===== src/rtl/uart_rx_fifo_pkg.sv =====
// Shared constants and helpers for the UART receive byte buffer.
package uart_rx_fifo_pkg;

  localparam int unsigned DATA_W   = 8;
  localparam logic [7:0]  DROP_MAX = 8'hFF;

  // Encoded as {push, pop} so the operation can be cast directly from the strobes.
  typedef enum logic [1:0] {
    OP_IDLE = 2'b00,
    OP_POP  = 2'b01,
    OP_PUSH = 2'b10,
    OP_BOTH = 2'b11
  } fifo_op_e;

  function automatic logic [7:0] sat_inc8(input logic [7:0] v);
    return (v == DROP_MAX) ? v : v + 8'd1;
  endfunction

endpackage


===== src/rtl/uart_fifo_mem.sv =====
// DEPTH x WIDTH byte storage: synchronous write, asynchronous read, cleared on reset.
module uart_fifo_mem
  import uart_rx_fifo_pkg::*;
#(
  parameter int DEPTH = 16,
  parameter int WIDTH = DATA_W
) (
  input  logic                     clk,
  input  logic                     rst,
  input  logic                     we_i,
  input  logic [$clog2(DEPTH)-1:0] waddr_i,
  input  logic [WIDTH-1:0]         wdata_i,
  input  logic [$clog2(DEPTH)-1:0] raddr_i,
  output logic [WIDTH-1:0]         rdata_o
);

  logic [WIDTH-1:0] mem_q [DEPTH];

  always_ff @(posedge clk or posedge rst) begin
    if (rst) begin
      for (int unsigned i = 0; i < DEPTH; i++) mem_q[i] <= '0;
    end else if (we_i) begin
      mem_q[waddr_i] <= wdata_i;
    end
  end

  assign rdata_o = mem_q[raddr_i];

endmodule


===== src/rtl/uart_rx_fifo.sv =====
// First-word-fall-through receive buffer: captures receiver done pulses, hands bytes
// to the consumer over valid/ready, and tracks fill level and dropped bytes.
module uart_rx_fifo
  import uart_rx_fifo_pkg::*;
#(
  parameter int DEPTH    = 16,
  parameter int AF_LEVEL = 12
) (
  input  logic                   clk,
  input  logic                   rst,
  input  logic [DATA_W-1:0]      in_data,
  input  logic                   in_valid,
  output logic [DATA_W-1:0]      out_data,
  output logic                   out_valid,
  input  logic                   out_ready,
  output logic [$clog2(DEPTH):0] count,
  output logic                   almost_full,
  output logic                   overflow,
  input  logic                   overflow_clr,
  output logic [7:0]             drop_count
);

  localparam int PW = $clog2(DEPTH);
  localparam int CW = PW + 1;
  localparam logic [CW-1:0] FULL_CNT = CW'(DEPTH);
  localparam logic [CW-1:0] AF_CNT   = CW'(AF_LEVEL);

  logic [PW-1:0] wr_ptr_q, wr_ptr_d;
  logic [PW-1:0] rd_ptr_q, rd_ptr_d;
  logic [CW-1:0] count_q, count_d;
  logic          af_q, af_d;
  logic          ovf_q, ovf_d;
  logic [7:0]    drop_q, drop_d;

  logic     push, pop, full, drop;
  fifo_op_e op;

  assign out_valid = (count_q != '0);
  assign full      = (count_q == FULL_CNT);
  assign pop       = out_valid & out_ready;
  // A simultaneous pop frees the slot, so a full FIFO still accepts the byte.
  assign push      = in_valid & (~full | pop);
  assign drop      = in_valid & full & ~pop;
  assign op        = fifo_op_e'({push, pop});

  always_comb begin
    wr_ptr_d = wr_ptr_q;
    rd_ptr_d = rd_ptr_q;
    count_d  = count_q;
    ovf_d    = ovf_q;
    drop_d   = drop_q;

    if (push) wr_ptr_d = wr_ptr_q + PW'(1);
    if (pop)  rd_ptr_d = rd_ptr_q + PW'(1);

    case (op)
      OP_PUSH: count_d = count_q + CW'(1);
      OP_POP:  count_d = count_q - CW'(1);
      default: count_d = count_q;
    endcase

    af_d = (count_d >= AF_CNT);

    if (overflow_clr) begin
      ovf_d  = 1'b0;
      drop_d = '0;
    end else if (drop) begin
      ovf_d  = 1'b1;
      drop_d = sat_inc8(drop_q);
    end
  end

  always_ff @(posedge clk or posedge rst) begin
    if (rst) begin
      wr_ptr_q <= '0;
      rd_ptr_q <= '0;
      count_q  <= '0;
      af_q     <= 1'b0;
      ovf_q    <= 1'b0;
      drop_q   <= '0;
    end else begin
      wr_ptr_q <= wr_ptr_d;
      rd_ptr_q <= rd_ptr_d;
      count_q  <= count_d;
      af_q     <= af_d;
      ovf_q    <= ovf_d;
      drop_q   <= drop_d;
    end
  end

  uart_fifo_mem #(
    .DEPTH (DEPTH),
    .WIDTH (DATA_W)
  ) u_mem (
    .clk     (clk),
    .rst     (rst),
    .we_i    (push),
    .waddr_i (wr_ptr_q),
    .wdata_i (in_data),
    .raddr_i (rd_ptr_q),
    .rdata_o (out_data)
  );

  assign count       = count_q;
  assign almost_full = af_q;
  assign overflow    = ovf_q;
  assign drop_count  = drop_q;

endmodule


===== config.mk =====
export PLATFORM = sky130hd
export DESIGN_NAME = uart_rx_fifo
export DESIGN_NICKNAME = d
export VERILOG_FILES = /design/src/rtl/uart_rx_fifo_pkg.sv /design/src/rtl/uart_fifo_mem.sv /design/src/rtl/uart_rx_fifo.sv
export SDC_FILE = /design/constraint.sdc
export NUM_CORES = 1
export LEC_CHECK = 0
export ABC_AREA = 1
export ABC_CLOCK_PERIOD_IN_PS = 6300
export CORE_MARGIN = 3
export CORE_UTILIZATION = 55
export DETAILED_ROUTE_END_ITERATION = 8
export PLACE_DENSITY = 0.73
export SLEW_MARGIN = 10
export SYNTH_ARGS = -nofsm -noshare
export SYNTH_HDL_FRONTEND = slang
export SYNTH_SLANG_ARGS = --single-unit

===== constraint.sdc =====
create_clock -name clk -period 6.3 [get_ports clk]
set_input_delay 0.945 -clock clk [delete_from_list [all_inputs] [get_ports clk]]
set_output_delay 0.945 -clock clk [all_outputs]
set_load 0.05 [all_outputs]

; ---- Yosys cells after proc, flatten, opt, wreduce, memory -nomap -nowiden
; Index checks and enable logic that the tools add are counted.
; W data, S select, Z words.
[op_classes]
n_addsub = 5
bitwise = 9
n_lt_le_gt_ge = 4
eq_ne = 5
n_mux = 12
reduce_logical = 4
[op_table]
columns = cell, n
row1 = $bwmux W128, 1
row2 = $mux W8, 6
row3 = $bmux W8 S4, 1
row4 = $demux W8 S4, 1
row5 = $ge A5 B5 Y1 const B, 2
row6 = $not A4 Y5, 2
row7 = $pmux W5 S2, 1
row8 = $add A4 B1 Y4 const B, 2
row9 = $add A8 B1 Y8 const B, 1
row10 = $eq A8 B8 Y1 const B, 1
row11 = $add A5 B1 Y5 const B, 1
row12 = $eq A5 B5 Y1 const B, 1
row13 = $ge A5 B4 Y1 const B, 1
row14 = $lt A5 B1 Y1 const B, 1
row15 = $reduce_bool A5 Y1, 1
row16 = $sub A5 B1 Y5 const B, 1
row17 = $and A1 B1 Y1, 4
row18 = $eq A2 B1 Y1 const B, 1
row19 = $eq A2 B2 Y1 const B, 1
row20 = $mux W1, 2
row21 = $ne A2 B2 Y1 const B, 1
row22 = $not A1 Y1, 2
row23 = $reduce_and A2 Y1, 1
row24 = $reduce_bool A2 Y1, 1
row25 = other kinds (2), 2
[word_totals]
out_inout_bits = 24
regBits = 151
word_cells = 61
inputBits = 13

; ---- Logic depth before layout (Yosys ltp)
; Gate-level depths: netlist of run 1.
[logic_depth]
word_depth = 7
depth_mapped = 21
ltp_nobuf = 21

; ---- Modules after synthesis
; A second synthesis of run 1 with hierarchy kept.
[hier_totals]
cells_unflattened = 991
area_unflattened_um2 = 7658.6
[modules_own_cells]
columns = module, area_per_inst_um2, cells_each, n_inst, seq_area_each_um2
row1 = uart_fifo_mem, 6353.6, 843, 1, 3203.1
row2 = uart_rx_fifo, 1305.0, 148, 1, 575.6

; ---- Least setup slack after synthesis of run 1
; No wires, ideal clock.
[synth_path]
path_kind = register to register
from = register count_q[3] (netlist: count[3])
to = register af_q (netlist: almost_full)
path_stages_with_launch = 22
period_less_slack_ps = 2868
arrival_time_ps = 2751
required_time_ps = 6183
setup_ps = 117
n_path_buf = 0
slack_ps = 3432
cell_sequence = dfrtp_1 inv_1 nand3_2 inv_2 nand2_1 nand2_1 inv_1 ha_1 inv_1 nand2_1 nand2_1 ha_1 inv_1 nand2_1 nand3_1 nand2_1 nand2_1 nand2_1 nand2_1 nand2_1 inv_1 nand2_1
[synth_via]
elab_chain_cells = 7
elab_cells_between_ends = 12
cone_classes = add/sub (2) / order compare (1) / eq/ne (3) / mux (1) / bitwise (4) / reduce/logical (1)
[synth_rtl]
columns = item, line_no
row1 = "start, declared", uart_rx_fifo.sv:30  ; logic [CW-1:0] count_q, count_d;
row2 = "start signal, assigned", uart_rx_fifo.sv:84  ; count_q <= count_d;
row3 = $reduce_bool A5 Y1 *, uart_rx_fifo.sv:38  ; assign out_valid = (count_q != '0);
row4 = via out_valid, uart_rx_fifo.sv:14  ; output logic out_valid,
row5 = $and A1 B1 Y1 *, uart_rx_fifo.sv:40  ; assign pop = out_valid & out_ready;
row6 = via pop, uart_rx_fifo.sv:35  ; logic push, pop, full, drop;
row7 = $or A1 B1 Y1, uart_rx_fifo.sv:42  ; assign push = in_valid & (~full | pop);
row8 = $and A1 B1 Y1, uart_rx_fifo.sv:42
row9 = $eq A2 B1 Y1 or $eq A2 B2 Y1 (tied branches), uart_rx_fifo.sv:56  ; case (op)
row10 = $pmux W5 S2 *, uart_rx_fifo.sv:56
row11 = via count_d[4], uart_rx_fifo.sv:30
row12 = $ge A5 B4 Y1 *, uart_rx_fifo.sv:62  ; af_d = (count_d >= AF_CNT);
row13 = via af_d, uart_rx_fifo.sv:31  ; logic af_q, af_d;
row14 = "end signal, assigned", uart_rx_fifo.sv:78  ; af_q <= 1'b0;
row15 = "end signal, assigned", uart_rx_fifo.sv:85  ; af_q <= af_d;
row16 = "end, declared", uart_rx_fifo.sv:31
; Mark *: on every way through the listed nets, which the timed path passes. The rest lies on a longest branch.
; A chain may end at the register's enable or synchronous reset.

; ---- Final worst setup path of run 1
[layout_path]
from = register rd_ptr_q[0]
to = output out_data[1]
[layout_via]
elab_chain_cells = 4
[layout_rtl]
columns = item, line_no
row1 = "start, declared", uart_rx_fifo.sv:29  ; logic [PW-1:0] rd_ptr_q, rd_ptr_d;
row2 = "start signal, assigned", uart_rx_fifo.sv:83  ; rd_ptr_q <= rd_ptr_d;
row3 = $not A4 Y5 (not written as such), uart_fifo_mem.sv:27  ; assign rdata_o = mem_q[raddr_i];
row4 = $bmux W8 S4, uart_fifo_mem.sv:27
row5 = $mux W8 (not written as such) (2 in a row), uart_fifo_mem.sv:27
row6 = "end, declared", uart_rx_fifo.sv:13  ; output logic [DATA_W-1:0] out_data,
; Every way passes these cells. The select of a mux whose other input is x is not followed.

==> results of run 1 <==
[cells in the final DEF (no fill, tap or decap), types with 5 or more instances in the layout]
cell type,instances
o211ai_1,16
clkbuf_8,7
dfrtp_1,150
inv_1,35
ha_1,9
nand4_4,15
clkdlybuf4s50_1,36
xor2_1,12
nand3_1,26
clkbuf_16,17
o21ai_2,47
inv_2,5
nor2_1,83
o221ai_1,16
nand2_1,183
o21ai_1,97
o21ai_0,58
o22ai_1,9
[worst min path at each step]
| stage | endpoint | slack, ns | cells after the start |
|---|---|---|---|
| 2_1_floorplan | u_mem.mem_q[58]$_DFFE_PP0P_ | 0.45 | 2 |
| 3_3_place_gp | u_mem.mem_q[22]$_DFFE_PP0P_ | 0.46 | 2 |
| 3_5_place_dp | u_mem.mem_q[22]$_DFFE_PP0P_ | 0.46 | 2 |
| 4_1_cts | u_mem.mem_q[22]$_DFFE_PP0P_ | 0.48 | 2 |
| 5_1_grt | u_mem.mem_q[17]$_DFFE_PP0P_ | 0.51 | 2 |
| 6_report | u_mem.mem_q[22]$_DFFE_PP0P_ | 0.48 | 2 |
[worst max-delay path: cells and delay by family (launching register included)]
family | cells | cell delay, ns
DFF | 1 | 0.40
buffers and inverters | 2 | 1.61
AOI/OAI and AO/OA | 1 | 0.29
and+or+nand+nor | 3 | 0.41
[routing by layer]
layer / track usage (%) / routed length [um] / up-vias
met5: 0 / 0 / -
met4: 9.90 / 395 / 0
met3: 5.26 / 1260 / 33
met2: 40.5 / 8780 / 231
met1: 36.7 / 8230 / 2940
li1: - / - / 2829
[registers in the layout, indices dropped and copies added (netlist names)]
name         flops
u_mem.mem_q    128
drop_count       8
count            5
almost_full      1
rd_ptr_q         4
overflow         1
wr_ptr_q         4
[cell type report]
| type | instances | share of cell area [%] |
|---|---|---|
| clock buffers | 26 | 6.28 |
| clock inverters | 6 | 1.03 |
| inverters | 43 | 2.01 |
| multi-input cells | 582 | 38.6 |
| flip-flops and latches | 151 | 44.9 |
| well taps | 176 | 2.61 |
| repair buffers | 39 | 4.55 |
[metrics by stage]
stage               util (%)  hold slack (ns)  worst slack, ns  total power, mW  cell area [um2]
floorplan                  -            0.450             1.29             3.17             7540
global placement        58.5            0.462             2.73             3.62             7810
detailed placement      58.5            0.464             2.70             3.68             7810
CTS                     63.1            0.478             2.21             4.76             8420
global route            63.1            0.507             1.98             5.06             8420
finish                  63.1            0.483             2.17             4.76             8420
[cell families after synthesis]
family          Yosys count  share of synthesized area (%)
simple gates            315                           20.1
compound gates          245                           20.1
fa+ha+maj                 9                           1.49
buf+inv                  95                           6.74
flops                   151                           50.1
xor+xnor                 13                           1.51
[power groups by stage]
stage          sequential, mW  combinational (mW)  clock [mW]
6_report                 1.70                2.02        1.04
5_1_grt                  1.74                2.22        1.09
4_1_cts                  1.69                2.02        1.05
3_5_place_dp             1.70                1.99           0
3_3_place_gp             1.68                1.94           0
2_1_floorplan            1.62                1.55           0
==> key figures, run 1 <==
STA
  – Crit path time final: 4.13 ns
  – Worst slew pin tran: 1.13 ns
  – Period utilization: roughly two thirds
  – Slew headroom: 24.7%
  – Final Hold Fails: 0
  – Final setup vio count: 0
  – RSZ-0062 raised after global routing: false
  – Final Skew: 0.00835 ns
  – Fmax: 0.242 GHz
  – Setup tns final: 0 ns
  – Final Max Slew Viols: 0

Routing
  – DR WL/cell: 18.2 um
  – Drt drc: 0
  – Detailed-route via count: 6,033
  – Routed WL: 18.7 mm
  – Post-DR vias/cell: 5.90
  – DRT Pass-1 Iters: 5
  – Initial DRC Count: 609
  – Post-route ant nets: 0

Setup path
  – CP arrival: approximately 3.2 ns
  – Data required time of the worst path: 5.35 ns
  – RR Endpoint: almost_full$_DFF_PP0_
  – Critical Path Max Stage Delay: slightly above 0.8 ns
  – RR Startpoint: count[2]$_DFF_PP0_
  – R2r setup slk: ~3.7 ns
  – CP Launch Point: rd_ptr_q[0]$_DFFE_PP0P_
  – Worst-path maximum fanout: between 60 and 70
  – Slowest cell on the critical path: clkdlybuf4s50_1
  – Cells on worst reg2reg path: 21
  – CP Class: reg -> out
  – Critical path endpoint: out_data[1]
  – Crit end category: primary output
  – Worst setup SP type: register
  – Ordered list of cells on the worst path: inv_2 -> nor2_1 -> o221ai_1 -> nand3_1 -> nand2_1 -> clkdlybuf4s50_1

Yosys
  – Sequential-to-total area share from yosys stat: 50.1%
  – Yosys top cell area share: 50.1%
  – Synthesized area per cell: 9.11 um2
  – Syn_nets: between 800 and 900
  – Syn Std Cell Area: 7540 um2
  – Flops & latches, synth: 151
  – Synth top area cells: dfrtp_1, nand2_1, o21ai_1
  – Unique masters post-synth: 28
  – Top-count cell post-synth: nand2_1
  – Synth warn: 0
  – EDFF count, synth: 0
  – Asr flop ratio synth: 100%
  – Main synth FF type: dfrtp_1
  – Yosys top cell by area: dfrtp_1
  – Cell count after synthesis: 828
  – Most common library cells after synthesis: nand2_1, dfrtp_1, o21ai_1

GRT
  – First-pass GRT wire length: between 30 and 40 mm
  – Pin count of the biggest net entering global routing: 96
  – Tot GR Track Use: between 20% and 30%
  – Antenna violations before repair: 0
  – GRT Residual Overflow: 0
  – Vias in the first global route: ~5,700

Power
  – Leak: 3.83 nW
  – P_int: roughly 2.7 mW
  – Maximum VDD drop: 0.637 mV
  – Net load switching power: 2.04 mW
  – Power density over cell area: roughly 570 nW/um2
  – Flop pwr share: between 30% and 40%
  – Comb power frac: 42.5%
  – Sw frac: ~43%
  – Clock network fraction of design power: a little over a fifth

Layout
  – Non-filler cells, final: roughly 1,000
  – Fillers: 1,128
  – Share of cells above drive strength 1: 12.8%
  – Fin nets: ~860
  – Area growth, synth to finish: 11.7%
  – # diodes: 0
  – Multi-input gate area: between 3000 and 4000 um2
  – Reg area: 3780 um2

Die
  – Die Y: 123 um
  – Initial Utilization: ~56%
  – Core ar.: 13,300 um2
  – IO Count: 37
  – Die width: 123 um
  – Row count: 42
  – Die area: about 15,000 um2

Clock tree
  – H-tree levels: 4
  – Max clock buf depth: 2
  – Hold buffer count at CTS: 0
  – Postcts setup bufs: 0
  – Root Buffer Master: clkbuf_16
  – CTS buffer count: 17
  – CTS tree: done
  – Num Clock Sinks: 151
  – Reg clk slew, reported paths: 0.06 ns
  – Cts repair resizes: 0
  – Insertion delay to the later sink of the worst-skew pair: about 0.43 ns

Outcome
  – Status: finished, final reports clean

Flow run
  – Max cap viols: 0

Place
  – HPWL Detailed: 11.5 mm
  – GPL Wtd Cong: 0.904
  – Placed insts: 991
  – Port bufs: 36

Min path
  – HP Start: u_mem.mem_q[22]$_DFFE_PP0P_
  – Min-delay worst type: reg -> reg
No activity file was read; power rests on OpenSTA's default activity.
==> inputs of run 2 (changes only) <==
ABC_CLOCK_PERIOD_IN_PS = 3550   (was 6300)
PLACE_DENSITY = 0.76   (was 0.73)
clock period = 3.55 ns   (was 6.3 ns; I/O delays follow)
==> run 2 against run 1 <==
Power grew 82%. Final cell count grew 0.78%. Setup slack lost 1.5 ns. Critical path type unchanged. Cell area grew 1.3%. Highest routed layer unchanged. Die area is the same. Non-clock buffer count grew 8. Hold slack lost 0.0054 ns.
==> key figures, run 2 (synthesis gave the netlist of run 1 again) <==
STA
  – Final setup vio count: 0 (unchanged)
  – Final worst slack: 0.645 ns (was 2.17 ns)
  – Slew headroom: 48.4% (was 24.7%)
  – Final Max Slew Viols: 0 (unchanged)
  – Fmax: roughly 0.34 GHz
  – Crit path time final: 2.90 ns
  – Final Hold Fails: 0 (unchanged)
  – RSZ-0062 raised after global routing: false (unchanged)
  – Setup tns final: 0 ns (unchanged)
  – Final Skew: 0.00675 ns (was 0.00835 ns)
  – Period utilization: 81.8%
  – Worst slew pin tran: 0.772 ns (was 1.13 ns)

Die
  – Die width: 123 um (unchanged)
  – Row count: 42 (unchanged)
  – Die Y: 123 um (unchanged)
  – IO Count: 37 (unchanged)
  – Die area: 15,200 um2 (unchanged)
  – Core ar.: 13,300 um2 (unchanged)
  – Initial Utilization: 56.5% (unchanged)

GRT
  – Antenna violations before repair: 0 (unchanged)
  – Vias in the first global route: 5,736 (was 5,718)
  – Tot GR Track Use: 25.5% (was 26.2%)
  – First-pass GRT wire length: 29.9 mm (was 30.3 mm)
  – Pin count of the biggest net entering global routing: 67 (was 96)
  – GRT Residual Overflow: 0 (unchanged)

Routing
  – Top Metal Used: met4 (unchanged)
  – Post-route ant nets: 0 (unchanged)
  – Met3 Wirelength: 1.12 mm (was 1.26 mm)
  – Initial DRC Count: 628 (was 609)
  – DRT Pass-1 Iters: 5 (unchanged)
  – WL met2: 8.43 mm (was 8.78 mm)
  – DRT met1 WL: 8.23 mm (about the same)
  – Drt drc: 0 (unchanged)
  – DR WL/cell: 17.5 um (was 18.2 um)
  – Routed WL: 18.0 mm (was 18.7 mm)
  – Detailed-route via count: 6,068 (was 6,033)
  – Post-DR vias/cell: 5.89 (was 5.90)

Power
  – Comb power frac: 45.7% (was 42.5%)
  – Maximum VDD drop: 1.03 mV (was 0.637 mV)
  – Clock network fraction of design power: 20.6% (was 21.9%)
  – Net load switching power: 3.70 mW (was 2.04 mW)
  – Sw frac: 42.6% (was 42.9%)
  – Power density over cell area: 1020 nW/um2 (was 565 nW/um2)
  – Flop pwr share: 33.7% (was 35.7%)
  – Leak: 3.89 nW (was 3.83 nW)
  – P_int: 4.99 mW (was 2.72 mW)

Layout
  – Share of cells above drive strength 1: 14.4% (was 12.8%)
  – Fin nets: 864 (was 856)
  – # diodes: 0 (unchanged)
  – Most common cell after layout, fill and taps aside: nand2_1 (unchanged)
  – Finished Core Util: 63.9% (was 63.1%)
  – Area growth, synth to finish: 13.1% (was 11.7%)
  – Most flops, register: u_mem.mem_q (unchanged)
  – Commonest cells after routing, fill and taps aside: nand2_1, dfrtp_1, o21ai_1 (unchanged)
  – Max FFs per register: 128 (unchanged)

Place
  – Port bufs: 36 (unchanged)
  – HPWL Detailed: 11.6 mm (was 11.5 mm)
  – Place WS: 0.782 ns (was 2.70 ns)
  – GPL Wtd Cong: 0.925 (was 0.904)

Setup path
  – Data required time of the worst path: 3.02 ns (was 5.35 ns)
  – CP arrival: 2.37 ns (was 3.18 ns)
  – RR Startpoint: count[3]$_DFF_PP0_ (was count[2]$_DFF_PP0_)
  – Worst-path maximum fanout: 14 (was 65)
  – Cells on worst reg2reg path: 21 (unchanged)
  – RR Endpoint: almost_full$_DFF_PP0_ (unchanged)
  – R2r setup slk: 1.12 ns (was 3.68 ns)
  – Crit end category: primary output (unchanged)
  – Worst setup SP type: register (unchanged)
  – Ordered list of cells on the worst path: inv_1 -> buf_4 -> o21ai_0 -> o221ai_1 -> nand3_1 -> nand2_1 -> buf_12 (was inv_2 -> nor2_1 -> o221ai_1 -> nand3_1 -> nand2_1 -> clkdlybuf4s50_1)
  – Slowest cell on the critical path: inv_1 (was clkdlybuf4s50_1)
  – CP Class: reg -> out (unchanged)
  – Critical Path Max Stage Delay: 0.42 ns (was 0.82 ns)

Clock tree
  – Insertion delay to the later sink of the worst-skew pair: 0.43 ns (about the same)
  – Postcts setup bufs: 0 (unchanged)
  – Reg clk slew, reported paths: 0.06 ns (about the same)
  – Max clock buf depth: 2 (unchanged)
  – Cts repair resizes: 0 (unchanged)
  – Num Clock Sinks: 151 (unchanged)
  – CTS buffer count: 17 (unchanged)
  – CTS tree: done (unchanged)
  – Hold buffer count at CTS: 0 (unchanged)
  – Root Buffer Master: clkbuf_16 (unchanged)
  – H-tree levels: 4 (unchanged)

Flow run
  – Max cap viols: 0 (unchanged)

Outcome
  – Status: finished, final reports clean (unchanged)

Min path
  – HP Start: u_mem.mem_q[74]$_DFFE_PP0P_ (was u_mem.mem_q[22]$_DFFE_PP0P_)
  – Hold path cells: 2 (unchanged)
  – WHS Endpoint: u_mem.mem_q[74]$_DFFE_PP0P_ (was u_mem.mem_q[22]$_DFFE_PP0P_)
  – Min-delay worst type: reg -> reg (unchanged)
## run 2: changes by cell type in the layout (fill, tap and decap cells not counted), sizes merged
cell           before  now
buf                 3   19
clkbuf             26   24
clkdlybuf4s50      36   28
clkinv              4    5
clkinvlp            1    3
inv                42   41
## run 2: critical path, delay by kind of cell (launching register included)
kind,cells,cell delay [ns]
AND/OR/NAND/NOR,2,0.27
AO/OA/AOI/OAI,2,0.42
flip-flops,1,0.38
buffers and inverters,3,0.87
## run 2: worst max path at each step
stage / from / end / slack [ns]
after CTS: rd_ptr_q[1]$_DFFE_PP0P_ / out_data[6] / 0.63
after global placement: out_ready / almost_full$_DFF_PP0_ / 0.92
after floorplan: count[3]$_DFF_PP0_ / almost_full$_DFF_PP0_ / 0.68
final: rd_ptr_q[1]$_DFFE_PP0P_ / out_data[6] / 0.65
after detailed placement: out_ready / almost_full$_DFF_PP0_ / 0.78
after global routing: rd_ptr_q[0]$_DFFE_PP0P_ / out_data[0] / 0.49
## run 2: layer usage
layer | GRT usage, % | up-vias
met3 | 5.67 | 27
li1 | - | 2845
met2 | 38.4 | 227
met1 | 37.2 | 2969
met4 | 7.82 | 0
met5 | 0 | -
## run 2: stage by stage
stage          area (um2)  power, mW  std cells  hold slack, ns
5_1_grt              8530       9.24       1031           0.502
2_1_floorplan        7540       5.63        828           0.450
3_3_place_gp         7950       6.72        999           0.459
6_report             8530       8.69       1031           0.478
3_5_place_dp         7950       6.85        999           0.463
4_1_cts              8530       8.68       1031           0.478
## run 2: final cells by class
type | instances | area, um2
Sequential cell | 151 | 3780
Inverter | 43 | 168
Tap cell | 176 | 220
Timing Repair Buffer | 47 | 523
Clock inverter | 8 | 95.1
Multi-Input combinational cell | 582 | 3250
Clock buffer | 24 | 492
Fill cell | 1045 | 4820
## run 2: power by group through the flow
stage	Combinational (mW)	Clock [mW]	Sequential (mW)
final	3.97	1.79	2.93
after global routing	4.35	1.88	3.01
after CTS	3.96	1.80	2.92
after detailed placement	3.92	0	2.93
after global placement	3.82	0	2.90
after floorplan	2.75	0	2.88
